`config.mk`:
```
export PLATFORM = sky130hd
export DESIGN_NAME = trap_handler_flat
export DESIGN_NICKNAME = d
export VERILOG_FILES = /design/src/rtl/trap_handler_if.sv /design/src/rtl/trap_handler.sv /design/src/flat_wrapper.sv
export SDC_FILE = /design/constraint.sdc
export NUM_CORES = 1
export LEC_CHECK = 0
export CORE_UTILIZATION = 35
export CTS_BUF_LIST = sky130_fd_sc_hd__clkbuf_16
export DETAILED_ROUTE_END_ITERATION = 10
export GPL_TIMING_DRIVEN = 0
export PLACE_DENSITY = 0.59
export SYNTH_ARGS = -nofsm -noshare
export SYNTH_HDL_FRONTEND = slang
export SYNTH_SLANG_ARGS = --single-unit
```
`constraint.sdc`:
```
create_clock -name i_clk -period 2.2 [get_ports i_clk]
set_input_delay 0.22 -clock i_clk [delete_from_list [all_inputs] [get_ports i_clk]]
set_output_delay 0.22 -clock i_clk [all_outputs]
set_load 0.02 [all_outputs]
```
`src/rtl/trap_handler_if.sv`:
```
// rtl/trap_handler_if.sv - flush/redirect handshake between trap_handler and fetch
//
// Signals
//   flush           trap_handler -> fetch  kill all younger in-flight instructions
//   redirect_valid  trap_handler -> fetch  redirect_pc is valid
//   redirect_pc     trap_handler -> fetch  new fetch PC
//   redirect_ready  fetch -> trap_handler  fetch accepts the redirect
// Modports
//   master  trap_handler side
//   slave   fetch side
interface trap_handler_if;
  logic        flush;
  logic        redirect_valid;
  logic [31:0] redirect_pc;
  logic        redirect_ready;

  modport master (
    output flush,
    output redirect_valid,
    output redirect_pc,
    input  redirect_ready
  );

  modport slave (
    input  flush,
    input  redirect_valid,
    input  redirect_pc,
    output redirect_ready
  );
endinterface

```
`src/rtl/trap_handler.sv`:
```
// rtl/trap_handler.sv - M-mode trap/mret handler hosting mstatus, mtvec, mepc, mcause, mtval
//
// Optional feature macro: TRAP_HANDLER_COUNT_EN adds read-only CSR 0x7C0 mtrapcnt,
// a saturating count of accepted traps.
//
// Ports
//   i_clk          in   core clock
//   i_rst_n        in   asynchronous active-low reset
//   i_pc           in   PC of the instruction trapping or executing mret
//   i_trap_req     in   trap request from dispatch
//   i_trap_cause   in   exception code
//   i_trap_tval    in   trap value
//   i_mret         in   mret retiring this cycle
//   i_csr_we       in   CSR write strobe
//   i_csr_addr     in   CSR address, shared by read and write
//   i_csr_wdata    in   CSR write data, already merged for csrrs/csrrc
//   o_csr_rdata    out  combinational read data, 0 for unmapped addresses
//   o_csr_hit      out  i_csr_addr maps to a CSR implemented here
//   o_busy         out  handler is not idle; upstream stalls issue
//   o_mie          out  mstatus.MIE
//   redir          master side of the flush/redirect handshake
module trap_handler #(
  parameter logic [31:0] RESET_MTVEC = 32'h0000_0100,
  parameter int          CAUSE_W     = 5
) (
  input  logic               i_clk,
  input  logic               i_rst_n,
  input  logic [31:0]        i_pc,
  input  logic               i_trap_req,
  input  logic [CAUSE_W-1:0] i_trap_cause,
  input  logic [31:0]        i_trap_tval,
  input  logic               i_mret,
  input  logic               i_csr_we,
  input  logic [11:0]        i_csr_addr,
  input  logic [31:0]        i_csr_wdata,
  output logic [31:0]        o_csr_rdata,
  output logic               o_csr_hit,
  output logic               o_busy,
  output logic               o_mie,
  trap_handler_if.master     redir
);

  localparam logic [11:0] ADDR_MSTATUS  = 12'h300;
  localparam logic [11:0] ADDR_MTVEC    = 12'h305;
  localparam logic [11:0] ADDR_MEPC     = 12'h341;
  localparam logic [11:0] ADDR_MCAUSE   = 12'h342;
  localparam logic [11:0] ADDR_MTVAL    = 12'h343;
  localparam logic [11:0] ADDR_MTRAPCNT = 12'h7C0;

  typedef enum logic [1:0] {
    IDLE     = 2'd0,
    FLUSH    = 2'd1,
    REDIRECT = 2'd2
  } state_t;

  state_t state_q, state_d;

  logic               mie_q, mpie_q;
  logic [31:2]        mtvec_q;
  logic [31:2]        mepc_q;
  logic [CAUSE_W-1:0] mcause_q;
  logic [31:0]        mtval_q;
  logic [31:2]        target_q;

  logic trap_take, mret_take, csr_wr;

  // Outputs decode only the state register, so nothing from i_trap_req reaches
  // them combinationally and an asynchronous reset drops them at once.
  always_comb begin
    state_d        = state_q;
    trap_take      = 1'b0;
    mret_take      = 1'b0;
    csr_wr         = 1'b0;
    o_busy         = 1'b1;
    redir.flush          = 1'b0;
    redir.redirect_valid = 1'b0;
    case (state_q)
      IDLE: begin
        o_busy = 1'b0;
        // A trap takes priority over mret and suppresses any CSR write.
        csr_wr = i_csr_we & ~i_trap_req;
        if (i_trap_req) begin
          trap_take = 1'b1;
          state_d   = FLUSH;
        end else if (i_mret) begin
          mret_take = 1'b1;
          state_d   = FLUSH;
        end
      end
      FLUSH: begin
        redir.flush = 1'b1;
        state_d     = REDIRECT;
      end
      REDIRECT: begin
        redir.redirect_valid = 1'b1;
        if (redir.redirect_ready) state_d = IDLE;
      end
      default: state_d = IDLE;
    endcase
  end

  always_ff @(posedge i_clk or negedge i_rst_n) begin
    if (!i_rst_n) state_q <= IDLE;
    else          state_q <= state_d;
  end

  always_ff @(posedge i_clk or negedge i_rst_n) begin
    if (!i_rst_n) begin
      mie_q    <= 1'b0;
      mpie_q   <= 1'b0;
      mtvec_q  <= RESET_MTVEC[31:2];
      mepc_q   <= '0;
      mcause_q <= '0;
      mtval_q  <= '0;
      target_q <= '0;
    end else if (trap_take) begin
      mepc_q   <= i_pc[31:2];
      mcause_q <= i_trap_cause;
      mtval_q  <= i_trap_tval;
      mpie_q   <= mie_q;
      mie_q    <= 1'b0;
      target_q <= mtvec_q;
    end else begin
      if (csr_wr) begin
        case (i_csr_addr)
          ADDR_MSTATUS: begin
            mie_q  <= i_csr_wdata[3];
            mpie_q <= i_csr_wdata[7];
          end
          ADDR_MTVEC:  mtvec_q  <= i_csr_wdata[31:2];
          ADDR_MEPC:   mepc_q   <= i_csr_wdata[31:2];
          ADDR_MCAUSE: mcause_q <= i_csr_wdata[CAUSE_W-1:0];
          ADDR_MTVAL:  mtval_q  <= i_csr_wdata;
          default: ;
        endcase
      end
      // mret's mstatus update overrides a same-cycle mstatus write; the
      // redirect target is the mepc value before any same-cycle write.
      if (mret_take) begin
        mie_q    <= mpie_q;
        mpie_q   <= 1'b1;
        target_q <= mepc_q;
      end
    end
  end

`ifdef TRAP_HANDLER_COUNT_EN
  logic [31:0] trap_cnt_q;

  always_ff @(posedge i_clk or negedge i_rst_n) begin
    if (!i_rst_n)                                  trap_cnt_q <= '0;
    else if (trap_take && (trap_cnt_q != '1))      trap_cnt_q <= trap_cnt_q + 32'd1;
  end
`endif

  always_comb begin
    o_csr_rdata = '0;
    o_csr_hit   = 1'b1;
    case (i_csr_addr)
      ADDR_MSTATUS: begin
        o_csr_rdata[12:11] = 2'b11;
        o_csr_rdata[7]     = mpie_q;
        o_csr_rdata[3]     = mie_q;
      end
      ADDR_MTVEC:  o_csr_rdata = {mtvec_q, 2'b00};
      ADDR_MEPC:   o_csr_rdata = {mepc_q, 2'b00};
      ADDR_MCAUSE: o_csr_rdata = {{(32-CAUSE_W){1'b0}}, mcause_q};
      ADDR_MTVAL:  o_csr_rdata = mtval_q;
`ifdef TRAP_HANDLER_COUNT_EN
      ADDR_MTRAPCNT: o_csr_rdata = trap_cnt_q;
`endif
      default: o_csr_hit = 1'b0;
    endcase
  end

  assign o_mie             = mie_q;
  assign redir.redirect_pc = {target_q, 2'b00};

  logic unused_pc_lsbs;
  assign unused_pc_lsbs = ^{i_pc[1:0], ADDR_MTRAPCNT};

endmodule

```
`src/flat_wrapper.sv`:
```
// flat-port wrapper written by rule: the top's interface ports become plain ports
module trap_handler_flat 
#(
  parameter logic [31:0] RESET_MTVEC = 32'h0000_0100,
  parameter int          CAUSE_W     = 5
)
  (i_clk, i_rst_n, i_pc, i_trap_req, i_trap_cause, i_trap_tval, i_mret, i_csr_we, i_csr_addr, i_csr_wdata, o_csr_rdata, o_csr_hit, o_busy, o_mie, redir_flush, redir_redirect_valid, redir_redirect_pc, redir_redirect_ready);
  trap_handler_if redir_i ();
  input  logic i_clk;
  input  logic i_rst_n;
  input  logic [31:0] i_pc;
  input  logic i_trap_req;
  input  logic [CAUSE_W-1:0] i_trap_cause;
  input  logic [31:0] i_trap_tval;
  input  logic i_mret;
  input  logic i_csr_we;
  input  logic [11:0] i_csr_addr;
  input  logic [31:0] i_csr_wdata;
  output logic [31:0] o_csr_rdata;
  output logic o_csr_hit;
  output logic o_busy;
  output logic o_mie;
  output wire logic [$bits(redir_i.flush)-1:0] redir_flush;
  output wire logic [$bits(redir_i.redirect_valid)-1:0] redir_redirect_valid;
  output wire logic [$bits(redir_i.redirect_pc)-1:0] redir_redirect_pc;
  input wire logic [$bits(redir_i.redirect_ready)-1:0] redir_redirect_ready;
  assign redir_flush = redir_i.flush;
  assign redir_redirect_valid = redir_i.redirect_valid;
  assign redir_redirect_pc = redir_i.redirect_pc;
  assign redir_i.redirect_ready = redir_redirect_ready;
  trap_handler #(.RESET_MTVEC(RESET_MTVEC), .CAUSE_W(CAUSE_W)) u_core (.i_clk(i_clk), .i_rst_n(i_rst_n), .i_pc(i_pc), .i_trap_req(i_trap_req), .i_trap_cause(i_trap_cause), .i_trap_tval(i_trap_tval), .i_mret(i_mret), .i_csr_we(i_csr_we), .i_csr_addr(i_csr_addr), .i_csr_wdata(i_csr_wdata), .o_csr_rdata(o_csr_rdata), .o_csr_hit(o_csr_hit), .o_busy(o_busy), .o_mie(o_mie), .redir(redir_i));
endmodule
```
# Yosys cells after proc, flatten, opt, wreduce, memory -nomap -nowiden
# Cells that the tools add are included.
# word_totals
input_bits,119
ram_bits,0
wordCells,75
rom_bits,0
latchBits,0
regBits,131
memories,0
# classes
addsub,0
muxes,40
n_mul,0
div_mod_pow,0
shift,0
reduce_logical,15
n_bitwise,3
n_eq_ne,9
magnitude_cmp,0
# op_table
operator,count
$mux 30,5
$mux 32,3
$eq 12x10->1 const B,5
$pmux 19 s3,1
$pmux 3 s4,2
$mux 1,18
$mux 5,3
$reduce_and 2->1,5
$reduce_bool 2->1,5
$pmux 3 s3,1
$pmux 2 s4,1
$mux 2,3
$pmux 2 s3,1
$reduce_bool 3->1,2
$pmux 1 s5,1
$reduce_or 5->1,1
$pmux 1 s4,1
$ne 3x3->1 const B,1
$reduce_and 3->1,1
$eq 2x1->1 const B,1
$eq 2x2->1 const B,1
$logic_not 2->1,1
$ne 2x2->1 const B,1
$not 1->1,2
$and 1x1->1,1

# Longest topological paths before layout
# Gate-level depths: netlist (run 1).
# depth
word_depth,6
mapped_depth,7
mapped_depth_nobuf,5

# Least setup slack after synthesis (run 1)
# OpenSTA, ideal clock, no wires.
# synth_timing
path_type,input to output
from,input i_csr_addr[11]
to,output o_csr_rdata[17]
setup_slack_ps,245
cell_stages,6
arrival_ps,1735
required_ps,1980
cell_sequence,or4b_1 buf_4 nor3_2 buf_2 a22oi_1 nand2_1
# synth_via
elab_chain_len,2
# synth_lines
element,line,rtl
from (decl),flat_wrapper.sv:17,input logic [11:0] i_csr_addr;
$eq 12x10->1,trap_handler.sv:159,case (i_csr_addr)
$pmux 19 s3 (*),trap_handler.sv:159,
to (decl),flat_wrapper.sv:19,output logic [31:0] o_csr_rdata;
# Mark *: on every way between the ends. The rest lies on a longest branch, timed or not.

# Worst setup path in the final report (run 1)
# layout_timing
from,input i_csr_addr[4]
to,output o_csr_rdata[21]
# Same word-level chain as after synthesis.

==> results of run 1 <==
==> power by group through the flow <==
| stage | combinational [mW] | sequential, mW | clock (mW) |
|---|---|---|---|
| 2_1_floorplan | 1.64 | 4.06 | 0 |
| 3_3_place_gp | 3.38 | 3.92 | 0 |
| 3_5_place_dp | 3.46 | 3.92 | 0 |
| 4_1_cts | 3.49 | 3.91 | 2.86 |
| 5_1_grt | 3.82 | 4.03 | 2.97 |
| 6_report | 3.50 | 3.94 | 2.85 |
==> worst max-delay path, cell delays in order <==
cell     delay, ns
buf_6         0.10
or4b_4        0.57
buf_6         0.15
nor3_4        0.16
buf_6         0.14
buf_6         0.10
buf_12        0.10
buf_8         0.12
a22oi_2       0.05
nand2_1       0.11
buf_6         0.12
==> area by class of cell <==
type	instances	area, sq um
buffer	50	299
clock buffer	17	425
clock inverter	15	146
fill	1699	8480
inverter	4	15.0
multi-input combinational	529	3230
sequential	131	3280
tap	229	287
timing repair buffer	205	2050
==> cell usage after synthesis, types with 2 or more instances <==
library cell,number
a21oi_1,8
nor2_1,72
mux2i_1,22
o21ai_0,17
a31oi_1,64
nor3_2,2
nand4_1,3
nor4b_1,2
nor4bb_1,2
a21o_1,2
or4b_1,2
dfrtp_1,130
nand2_1,223
buf_2,15
a22o_1,2
nor2b_1,6
inv_1,4
mux2_4,30
clkbuf_1,32
a22oi_1,44
nor4_4,2
a222oi_1,2
buf_4,3
nor3_1,4
buf_6,3
==> logic make-up after synthesis <==
family / Yosys count / share of synthesized area [%]
other cells: 1 / 0.0569
mux: 53 / 10.4
buf+inv: 57 / 4.05
flops: 131 / 49.8
simple gates: 329 / 21.3
compound gates: 145 / 14.5
==> repair_timing <==
item	CTS	global route
gates cloned	3	0
pin swaps	24	12
setup buffers	21	1
hold buffers	1	0
endpoints found under the hold margin	55	0
resized for setup	257	34
endpoints found under the setup margin	103	75
==> registers in the layout, indices dropped and copies added, names as in the netlist <==
signal,count
u_core.target_q,30
u_core.state_q,2
u_core.mcause_q,5
u_core.mepc_q,30
u_core.mpie_q,1
u_core.o_mie,1
u_core.mtvec_q,30
u_core.mtval_q,32
==> routing by layer <==
layer	vias to the layer above	wire length, um	GRT usage (%)
li1	2940	-	-
met1	3190	11100	35.7
met2	301	12100	43.3
met3	35	1540	4.52
met4	0	529	10.1
met5	-	0	0
==> how the worst min path moves through the flow <==
stage | start | to | slack [ns] | cells past startpoint
after CTS | i_trap_req | u_core.o_mie | 0.33 | 3
after global placement | u_core.target_q[22] | u_core.target_q[22] | 0.46 | 2
after detailed placement | i_rst_n | u_core.mtval_q[1] | 0.24 | 1
after global routing | i_trap_cause[3] | u_core.mcause_q[3] | 0.37 | 3
final | i_rst_n | u_core.mcause_q[4] | 0.33 | 2
after floorplan | i_rst_n | u_core.mcause_q[0] | -0.08 | 0
==> results.md, run 1 <==
- CTS tree: done
- Die Area: 19400 sq um
- Fin nets: 1057
- P_int: 6.50 mW
- Cell type with the largest total area after synthesis: dfrtp_1
- Post-Syn Area: 6590 sq um
- Finished Core Util: 53.4%
- Power Dens Cells: 1060 nW/um^2
- Overall Power: 10.3 mW
- Most common cell after layout, fill and taps aside: nand2_1
- Clock-pin slew on the worst setup and hold paths: 0.06 ns
- Slew @ Worst Pin: 0.820 ns
- Post-synth EDFFs: 0
- Final min period: 2.16 ns
- Final setup violation count: 0
- Setup tns final: 0 ns
- R2r endpoint: u_core.mtvec_q[4]
- Detailed placement HPWL: 16.8 mm
- Chip height: 139 um
- Critical Path Sink Type: output pin
- Share of power burned in combinational logic: 34.0%
- Worst hold slack: 0.333 ns
- Crit-path max FO: 5
- Switching pwr: 3.79 mW
- Main synth FF type: dfrtp_1
- Clk sinks: 131
- Ports: 188
- Clk root buf: clkbuf_16
- Post-route ant nets: 0
- Instance count of the mapped netlist: 716
- Setup CP Type: in2out
- Outcome: finished, violations left
- Die W: 139 um
- Port Buf Inserts: 181
- Area grow syn2layout: 47.7%
- CP startpoint: i_csr_addr[4]
- Post-Syn Area per Cell: 9.20 sq um
- GRT Total Usage: 26.7%
- Site Rows: 49
- Final Cycle Share: 98.3%
- Final Worst Setup Slack: 0.0366 ns
- Clock H-tree levels: 4
- Average wire per standard cell: 21.4 um
- Achievable frequency: 462 MHz
- DP Area: 8720 sq um
- Global-route wire length before repair: 38.4 mm
- DR vias: 6466
- Worst ir drop on vdd: 0.640 mV
- Post-synthesis register bit count: 131
- Crit path capture: o_csr_rdata[21]
- Layout cells sized above 1: 19.1%
- Slew HR: 45.4%
- Arrival time worst endpoint: 1.94 ns
- RSZ-0062 raised after global routing: true
- Highest-count cells in the layout ignoring fill and taps: nand2_1 (218), clkdlybuf4s50_1 (138), dfrtp_1 (130)
- Vias in the first global route: 6603
- Total gr overflow: 0
- Non-filler cells, final: 1180
- Starting DRT DRC Count: 651
- Ys async rst share: 100%
- Reg2reg start: u_core.state_q[1]
- Clk_skew: 0.00522 ns
- Num CTS Buffers: 17
- Area share of the largest cell type after synthesis: 49.4%
- Residual DRC: 9
- Vias/cell: 5.48
- Fin area: 9730 sq um
- CP Launch Type: input port
- Total wire length: 25.3 mm
- Initial Util: 36.2%
- Initial antenna violation count: 0
- Clock tree buffer depth: 2
- Failing checks: design-rule violations
- Required @ worst endpoint: 1.98 ns
- Worst reg2reg setup slack: 0.15 ns
- Final hold violation count: 0
- Clock share of power: 27.7%
- Sw Ratio: 36.8%
- DP Worst Slack: -1.46 ns
- Final slew viol count: 0
- Top post-synthesis cells by area: dfrtp_1 (49%), nand2_1 (13%), mux2_4 (6.8%), a31oi_1 (6.1%), a22oi_1 (5.0%)
- Synth Warn #: 0
- Min-delay worst type: in2async
- Sequential Power Share: 38.3%
- Placer Congestion: 0.840
- Leakage: 4.53 nW
- Seq/Total Area, Yosys: 49.8%
- Max cap viols: 0
- Largest net degree at the start of global routing: 76
- R2R depth: 5
- Antenna Cells: 0
- 1st-pass router iterations: 10
- Cells after DPL: 1128
- Clk_lat worst skew: 0.43 ns
- Core area: 18200 sq um
- Unique masters post-synth: 45
No activity file was read; power rests on OpenSTA's default activity.
==> run 2: changes to the inputs <==
--- a/config.mk
+++ b/config.mk
@@ -5,11 +5,12 @@
 export SDC_FILE = /design/constraint.sdc
 export NUM_CORES = 1
 export LEC_CHECK = 0
+export ABC_AREA = 1
 export CORE_UTILIZATION = 35
 export CTS_BUF_LIST = sky130_fd_sc_hd__clkbuf_16
 export DETAILED_ROUTE_END_ITERATION = 10
 export GPL_TIMING_DRIVEN = 0
-export PLACE_DENSITY = 0.59
+export PLACE_DENSITY = 0.58
 export SYNTH_ARGS = -nofsm -noshare
 export SYNTH_HDL_FRONTEND = slang
 export SYNTH_SLANG_ARGS = --single-unit
==> results.md, run 2 <==
- Largest family of logic cells by synthesized area: simple AND/OR/NAND/NOR gates
- Worst ir drop on vdd: 0.676 mV (+5.6%)
- 1st-pass router iterations: 5 (-5)
- P_int: 6.47 mW (-0.41%)
- Detailed placement HPWL: 18.6 mm (+10%)
- Global-route wire length before repair: 39.8 mm (+3.8%)
- Clk_skew: 0.0192 ns (+0.0140 ns)
- Min-delay worst type: in2async
- Switching pwr: 4.35 mW (+15%)
- Die W: 143 um (+3.1%)
- Required @ worst endpoint: 1.98 ns (about the same)
- Clock H-tree levels: 4 (unchanged)
- Starting DRT DRC Count: 573 (-12%)
- DR vias: 7356 (+14%)
- Synth Area in Adders: 0% (unchanged)
- DR WL met3: 1.92 mm (+25%)
- Clk root buf: clkbuf_16
- Synth Area in XOR/XNOR: 0% (unchanged)
- Worst hold slack: 0.311 ns (-0.0218 ns)
- Sw Ratio: 40.2% (+3.4 points)
- Synth Area in Simple Gates: 39.1% (+18 points)
- Top post-synthesis cells by area: dfrtp_1 (46%), nand2_1 (24%), nand3_1 (9.6%), o21ai_0 (3.4%), inv_1 (2.2%)
- Port Buf Inserts: 183 (+1.1%)
- Post-route ant nets: 0 (unchanged)
- Final Cycle Share: 96.4% (-1.9 points)
- Post-synthesis register bit count: 131 (unchanged)
- Initial Util: 35.9% (-0.29 points)
- Register area: 3280 sq um (unchanged)
- Max reg flops: 32 (unchanged)
- Vias in the first global route: 6876 (+4.1%)
- Outcome: finished clean
- CTS tree: done
- Layout cells sized above 1: 14.1% (-5.0 points)
- Fin nets: 1299 (+23%)
- Clock tree buffer depth: 2 (unchanged)
- Core area: 19500 sq um (+7.2%)
- Area share of the largest cell type after synthesis: 46.4% (-3.0 points)
- Slew @ Worst Pin: 0.719 ns (-0.100 ns)
- Most flops, register: u_core.mtval_q
- Met2 WL: 12.4 mm (+2.3%)
- Final hold violation count: 0 (unchanged)
- Placer Congestion: 0.902 (+7.3%)
- Clk sinks: 131 (unchanged)
- Initial antenna violation count: 0 (unchanged)
- Final setup violation count: 0 (unchanged)
- Seq/Total Area, Yosys: 46.8% (-3.0 points)
- Residual DRC: 0 (-9)
- Area of the multi-input gates: 3270 sq um (+1.2%)
- Finished Core Util: 50.5% (-2.9 points)
- Post-Syn Area per Cell: 7.28 sq um (-21%)
- Clock share of power: 23.4% (-4.3 points)
- Most common cell after layout, fill and taps aside: nand2_1
- Post-synth top cells: nand2_1 (451), nand3_1 (135), dfrtp_1 (130), o21ai_0 (48), inv_1 (41)
- Clock-pin slew on the worst setup and hold paths: 0.06 ns (about the same)
- Crit-path max FO: 8 (+3)
- Ports: 188 (unchanged)
- Ys async rst share: 100% (unchanged)
- Synth Warn #: 0 (unchanged)
- Cells after DPL: 1412 (+25%)
- Site Rows: 51 (+4.1%)
- Cell type with the largest total area after synthesis: dfrtp_1
- Arrival time worst endpoint: 1.90 ns (-0.04 ns)
- Power Dens Cells: 1100 nW/um^2 (+3.8%)
- Clk_lat worst skew: 0.43 ns (about the same)
- Vias/cell: 5.05 (-7.8%)
- Critical Path Sink Type: output pin
- CP Launch Type: input port
- Fillers: 1989 (+17%)
- Setup CP Type: in2out
- Multiplexer area fraction after synthesis: 0% (-10 points)
- GRT Total Usage: 26.9% (+0.23 points)
- Most frequent cell after synthesis: nand2_1
- Post-Syn Area: 7010 sq um (+6.4%)
- Area grow syn2layout: 40.7%
- Non-filler cells, final: 1456 (+23%)
- Largest net degree at the start of global routing: 83 (+9.2%)
- Average wire per standard cell: 18.5 um (-14%)
- Final slew viol count: 0 (unchanged)
- Die Area: 20600 sq um (+6.3%)
- Num CTS Buffers: 17 (unchanged)
- Total wire length: 27.0 mm (+6.7%)
- Main synth FF type: dfrtp_1
- Total gr overflow: 0 (unchanged)
- Instance count of the mapped netlist: 962 (+34%)
- Leakage: 4.99 nW (+10%)
- Compound-Gate Fraction of Synth Area: 6.77% (-7.7 points)
- Wl on met1: 12.1 mm (+8.7%)
- Antenna Cells: 0 (unchanged)
- Final min period: 2.12 ns (-0.0420 ns)
- Max cap viols: 0 (unchanged)
- Post-synth EDFFs: 0 (unchanged)
- Share of power burned in combinational logic: 40.3% (+6.3 points)
- Sequential Power Share: 36.4% (-1.9 points)
- Chip height: 143 um (+3.1%)
- Max Used Layer: met4
- Achievable frequency: 471 MHz (+2.0%)
- Unique masters post-synth: 31 (-31%)
- Highest-count cells in the layout ignoring fill and taps: nand2_1 (449), clkdlybuf4s50_1 (149), nand3_1 (131)
- Slew HR: 52.0% (+6.7 points)
[run 2: repair_timing]
item,in CTS,in global routing
endpoints found under the hold margin,49,0
pin swaps,1,4
resized for setup,104,63
buffers inserted,7,5
hold buffers,1,0
cloned,0,1
endpoints found under the setup margin,33,32
[run 2: cells by family (layout without fill, tap and decap cells)]
group	Yosys count	in the layout
and+or+nand+nor	645	645
other	1	2
DFF	131	131
buffers and inverters	107	335
AOI/OAI and AO/OA	78	78
[run 2: layout make-up]
type | count | share of cell area [%]
Tap cell | 265 | 3.36
Buffer | 60 | 4.04
Sequential cell | 131 | 33.3
Multi-Input combinational cell | 725 | 33.1
Clock buffer | 17 | 4.32
Timing Repair Buffer | 198 | 19.1
Inverter | 47 | 1.90
Clock inverter | 13 | 0.838
[run 2: routing by layer]
layer  vias to the layer above  track usage, %
met1                      3488            36.8
met3                        41            4.23
li1                       3502               -
met5                         -               0
met4                         0            9.29
met2                       325            43.2
[run 2: power groups by stage]
stage / combinational, mW / clock [mW] / sequential (mW)
after floorplan: 2.16 / 0 / 4.13
after global placement: 4.27 / 0 / 3.94
after detailed placement: 4.33 / 0 / 3.94
after CTS: 4.35 / 2.54 / 3.92
after global routing: 4.78 / 2.64 / 4.03
final: 4.36 / 2.53 / 3.93
[run 2: metrics by stage]
step           setup slack [ns]  power (mW)   TNS [ns]  cell area (sq um)
2_1_floorplan             0.742        6.29          0               7010
6_report                 0.0785        10.8          0               9860
3_5_place_dp             -0.646        8.27     -17.13               9200
5_1_grt               -0.000462        11.5  -0.000462               9860
4_1_cts                 -0.0238        10.8    -0.0312               9810
3_3_place_gp              -4.67        8.21    -625.89               9170
[run 2: worst max-delay path, cell delays in order]
cell	delay [ns]
clkdlybuf4s50_1	0.48
inv_1	0.04
nor2_1	0.08
nand2_1	0.09
nor2_4	0.17
buf_6	0.14
nand2_4	0.06
inv_8	0.10
buf_12	0.11
clkbuf_16	0.13
nand2_1	0.06
nand3_2	0.08
buf_6	0.12
[run 2: final timing paths]
| check | startpoint | end | slack, ns | depth (start not counted) |
|---|---|---|---|---|
| max | i_csr_addr[6] | o_csr_rdata[9] | 0.08 | 13 |
| min | i_rst_n | u_core.mtvec_q[14] | 0.31 | 2 |
| max reg2reg | u_core.state_q[0] | u_core.mtval_q[10] | 0.37 | 6 |
| min reg2reg | u_core.target_q[22] | u_core.target_q[22] | 0.48 | 2 |
| max in group asynchronous | i_rst_n | u_core.mtvec_q[8] | 1.08 | 3 |
| min in group i_clk | i_csr_wdata[27] | u_core.mtvec_q[27] | 0.38 | 3 |
==> run 3: changes to the inputs <==
--- a/config.mk
+++ b/config.mk
@@ -6,11 +6,11 @@
 export NUM_CORES = 1
 export LEC_CHECK = 0
 export ABC_AREA = 1
-export CORE_UTILIZATION = 35
+export CORE_UTILIZATION = 49
 export CTS_BUF_LIST = sky130_fd_sc_hd__clkbuf_16
 export DETAILED_ROUTE_END_ITERATION = 10
 export GPL_TIMING_DRIVEN = 0
-export PLACE_DENSITY = 0.58
+export PLACE_DENSITY = 0.78
 export SYNTH_ARGS = -nofsm -noshare
 export SYNTH_HDL_FRONTEND = slang
 export SYNTH_SLANG_ARGS = --single-unit
==> results.md, run 3 (same netlist as run 2, synthesis figures left out) <==
- Clock tree buffer depth: 2 (unchanged)
- Wl on met1: 9.90 mm (-18%)
- Crit path capture: o_csr_rdata[8]
- Slew @ Worst Pin: 0.747 ns (+0.0280 ns)
- Worst hold slack: 0.264 ns (-0.0471 ns)
- DP Worst Slack: -0.592 ns (+0.0541 ns)
- Clk_skew: 0.00920 ns (-0.0100 ns)
- Clk sinks: 131 (unchanged)
- Arrival time worst endpoint: 1.94 ns (+0.04 ns)
- CP startpoint: i_csr_addr[6]
- Detailed placement HPWL: 16.9 mm (-9.1%)
- Ports: 188 (unchanged)
- DR vias: 7488 (+1.8%)
- Required @ worst endpoint: 1.98 ns (about the same)
- Vias/cell: 5.47 (+8.3%)
- Crit-path max FO: 10 (+2)
- Max reg flops: 32 (unchanged)
- Port Buf Inserts: 183 (unchanged)
- Min-delay worst type: in2async
- Fin nets: 1297 (-0.15%)
- Register area: 3280 sq um (unchanged)
- P_int: 6.59 mW (+1.8%)
- Met2 WL: 11.4 mm (-7.5%)
- CP Launch Type: input port
- Final slew viol count: 0 (unchanged)
- Setup tns final: 0 ns (unchanged)
- 1st-pass router iterations: 5 (unchanged)
- Highest-count cells in the layout ignoring fill and taps: nand2_1 (451), clkdlybuf4s50_1 (149), nand3_1 (135)
- Worst ir drop on vdd: 0.776 mV (+15%)
- Total wire length: 24.7 mm (-8.4%)
- Slew HR: 50.2% (-1.9 points)
- Initial Util: 50.3% (+14 points)
- Antenna Cells: 0 (unchanged)
- Site Rows: 43 (-16%)
- Clock-pin slew on the worst setup and hold paths: 0.06 ns (about the same)
- Sw Ratio: 39.6% (-0.61 points)
- GRT Total Usage: 34.9% (+8.0 points)
- Core area: 13900 sq um (-29%)
- Most flops, register: u_core.mtval_q
- Total gr overflow: 0 (unchanged)
- Placer Congestion: 0.921 (+2.2%)
- DR WL met3: 2.58 mm (+35%)
- Area of the multi-input gates: 3240 sq um (-0.69%)
- Die Area: 14800 sq um (-28%)
- Power Dens Cells: 1130 nW/um^2 (+2.9%)
- Critical Path Sink Type: output pin
- Vias in the first global route: 7128 (+3.7%)
- Sequential Power Share: 36.1% (-0.3 points)
- Starting DRT DRC Count: 935 (+63%)
- Final setup violation count: 0 (unchanged)
- CTS tree: done
- Clock H-tree levels: 4 (unchanged)
- Post-route ant nets: 0 (unchanged)
- CP Cell Sequence: clkdlybuf4s50_1 > inv_1 > nor2_1 > nand2_1 > nor2_4 > buf_6 > nand2_2 > clkinv_4 > buf_6 > nand2_1 > nand3_1 > buf_4
- Most common cell after layout, fill and taps aside: nand2_1
- Final Cycle Share: 98.4% (+2.0 points)
- R2R depth: 6 (unchanged)
- Chip height: 122 um (-15%)
- Average wire per standard cell: 18.0 um (-2.5%)
- Switching pwr: 4.32 mW (-0.76%)
- Initial antenna violation count: 0 (unchanged)
- Num CTS Buffers: 17 (unchanged)
- Worst-path cell with the longest stage delay: clkdlybuf4s50_1
- Worst reg2reg setup slack: 0.37 ns (about the same)
- Clock share of power: 24.1% (+0.7 points)
- Layout cells sized above 1: 13.4% (-0.73 points)
- Max Used Layer: met4
- Outcome: finished clean
- Final min period: 2.16 ns (+0.0429 ns)
- Overall Power: 10.9 mW (+0.78%)
- Reg2reg start: u_core.state_q[1]
- Clk_lat worst skew: 0.43 ns (about the same)
- Achievable frequency: 462 MHz (-2.0%)
- Residual DRC: 0 (unchanged)
- Final hold violation count: 0 (unchanged)
- Final Worst Setup Slack: 0.0356 ns (-0.0429 ns)
- Leakage: 4.94 nW (-0.97%)
- Share of power burned in combinational logic: 39.8% (-0.5 points)
- Global-route wire length before repair: 37.7 mm (-5.4%)
- Area grow syn2layout: 37.8%
- Fillers: 1165 (-41%)
- Finished Core Util: 69.3% (+19 points)
- Max cap viols: 0 (unchanged)
- Die W: 122 um (-15%)
- CP max stage delay: 0.47 ns (about the same)
- Clk root buf: clkbuf_16
- Largest net degree at the start of global routing: 92 (+11%)
- R2r endpoint: u_core.mtval_q[10]
- Setup CP Type: in2out
-- run 3: power by group through the flow --
stage	clock network [mW]	registers [mW]	logic, mW
final	2.62	3.94	4.35
after global routing	2.73	4.02	4.76
after CTS	2.61	3.91	4.31
after detailed placement	0	3.93	4.27
after global placement	0	3.92	4.16
after floorplan	0	4.13	2.16
-- run 3: per-stage QoR --
step,std cells,cell area (sq um)
floorplan,963,7010
global placement,1326,9070
global route,1369,9660
finish,1369,9660
CTS,1362,9640
detailed placement,1327,9090
-- run 3: per-layer routing --
layer | vias to the layer above | track usage (%)
li1 | 3499 | -
met1 | 3483 | 45.8
met2 | 442 | 54.9
met3 | 64 | 8.33
met4 | 0 | 15.6
met5 | - | 0
-- run 3: area by class of cell --
cell class | instances | area share (%)
Clock inverter | 13 | 1.09
Sequential cell | 131 | 34.0
Timing Repair Buffer | 196 | 18.7
Buffer | 60 | 3.99
Inverter | 47 | 1.92
Multi-Input combinational cell | 725 | 33.6
Clock buffer | 17 | 4.41
Tap cell | 180 | 2.33
-- run 3: worst min-delay path by stage --
stage                                   start                   to  slack, ns  cells after the start
after global routing                  i_rst_n   u_core.mtvec_q[19]       0.32                      2
after global placement    u_core.target_q[27]  u_core.target_q[27]       0.48                      2
after floorplan                       i_rst_n   u_core.mcause_q[0]      -0.08                      0
after CTS                             i_rst_n  u_core.target_q[15]       0.29                      2
final                                 i_rst_n  u_core.target_q[15]       0.26                      2
after detailed placement              i_rst_n  u_core.target_q[15]       0.16                      1
-- run 3: worst max-delay path, delay by kind of cell --
family        cells  cell delay (ns)
simple gates      6             0.62
buf+inv           6             1.10
-- run 3: what timing repair did --
item                                   in CTS  in global routing
endpoints found under the hold margin      40                  0
pin swaps                                   2                  4
gates resized for setup                   112                 27
buffers inserted                            4                  7
setup endpoints to repair                  33                 33
hold buffers                                1                  0
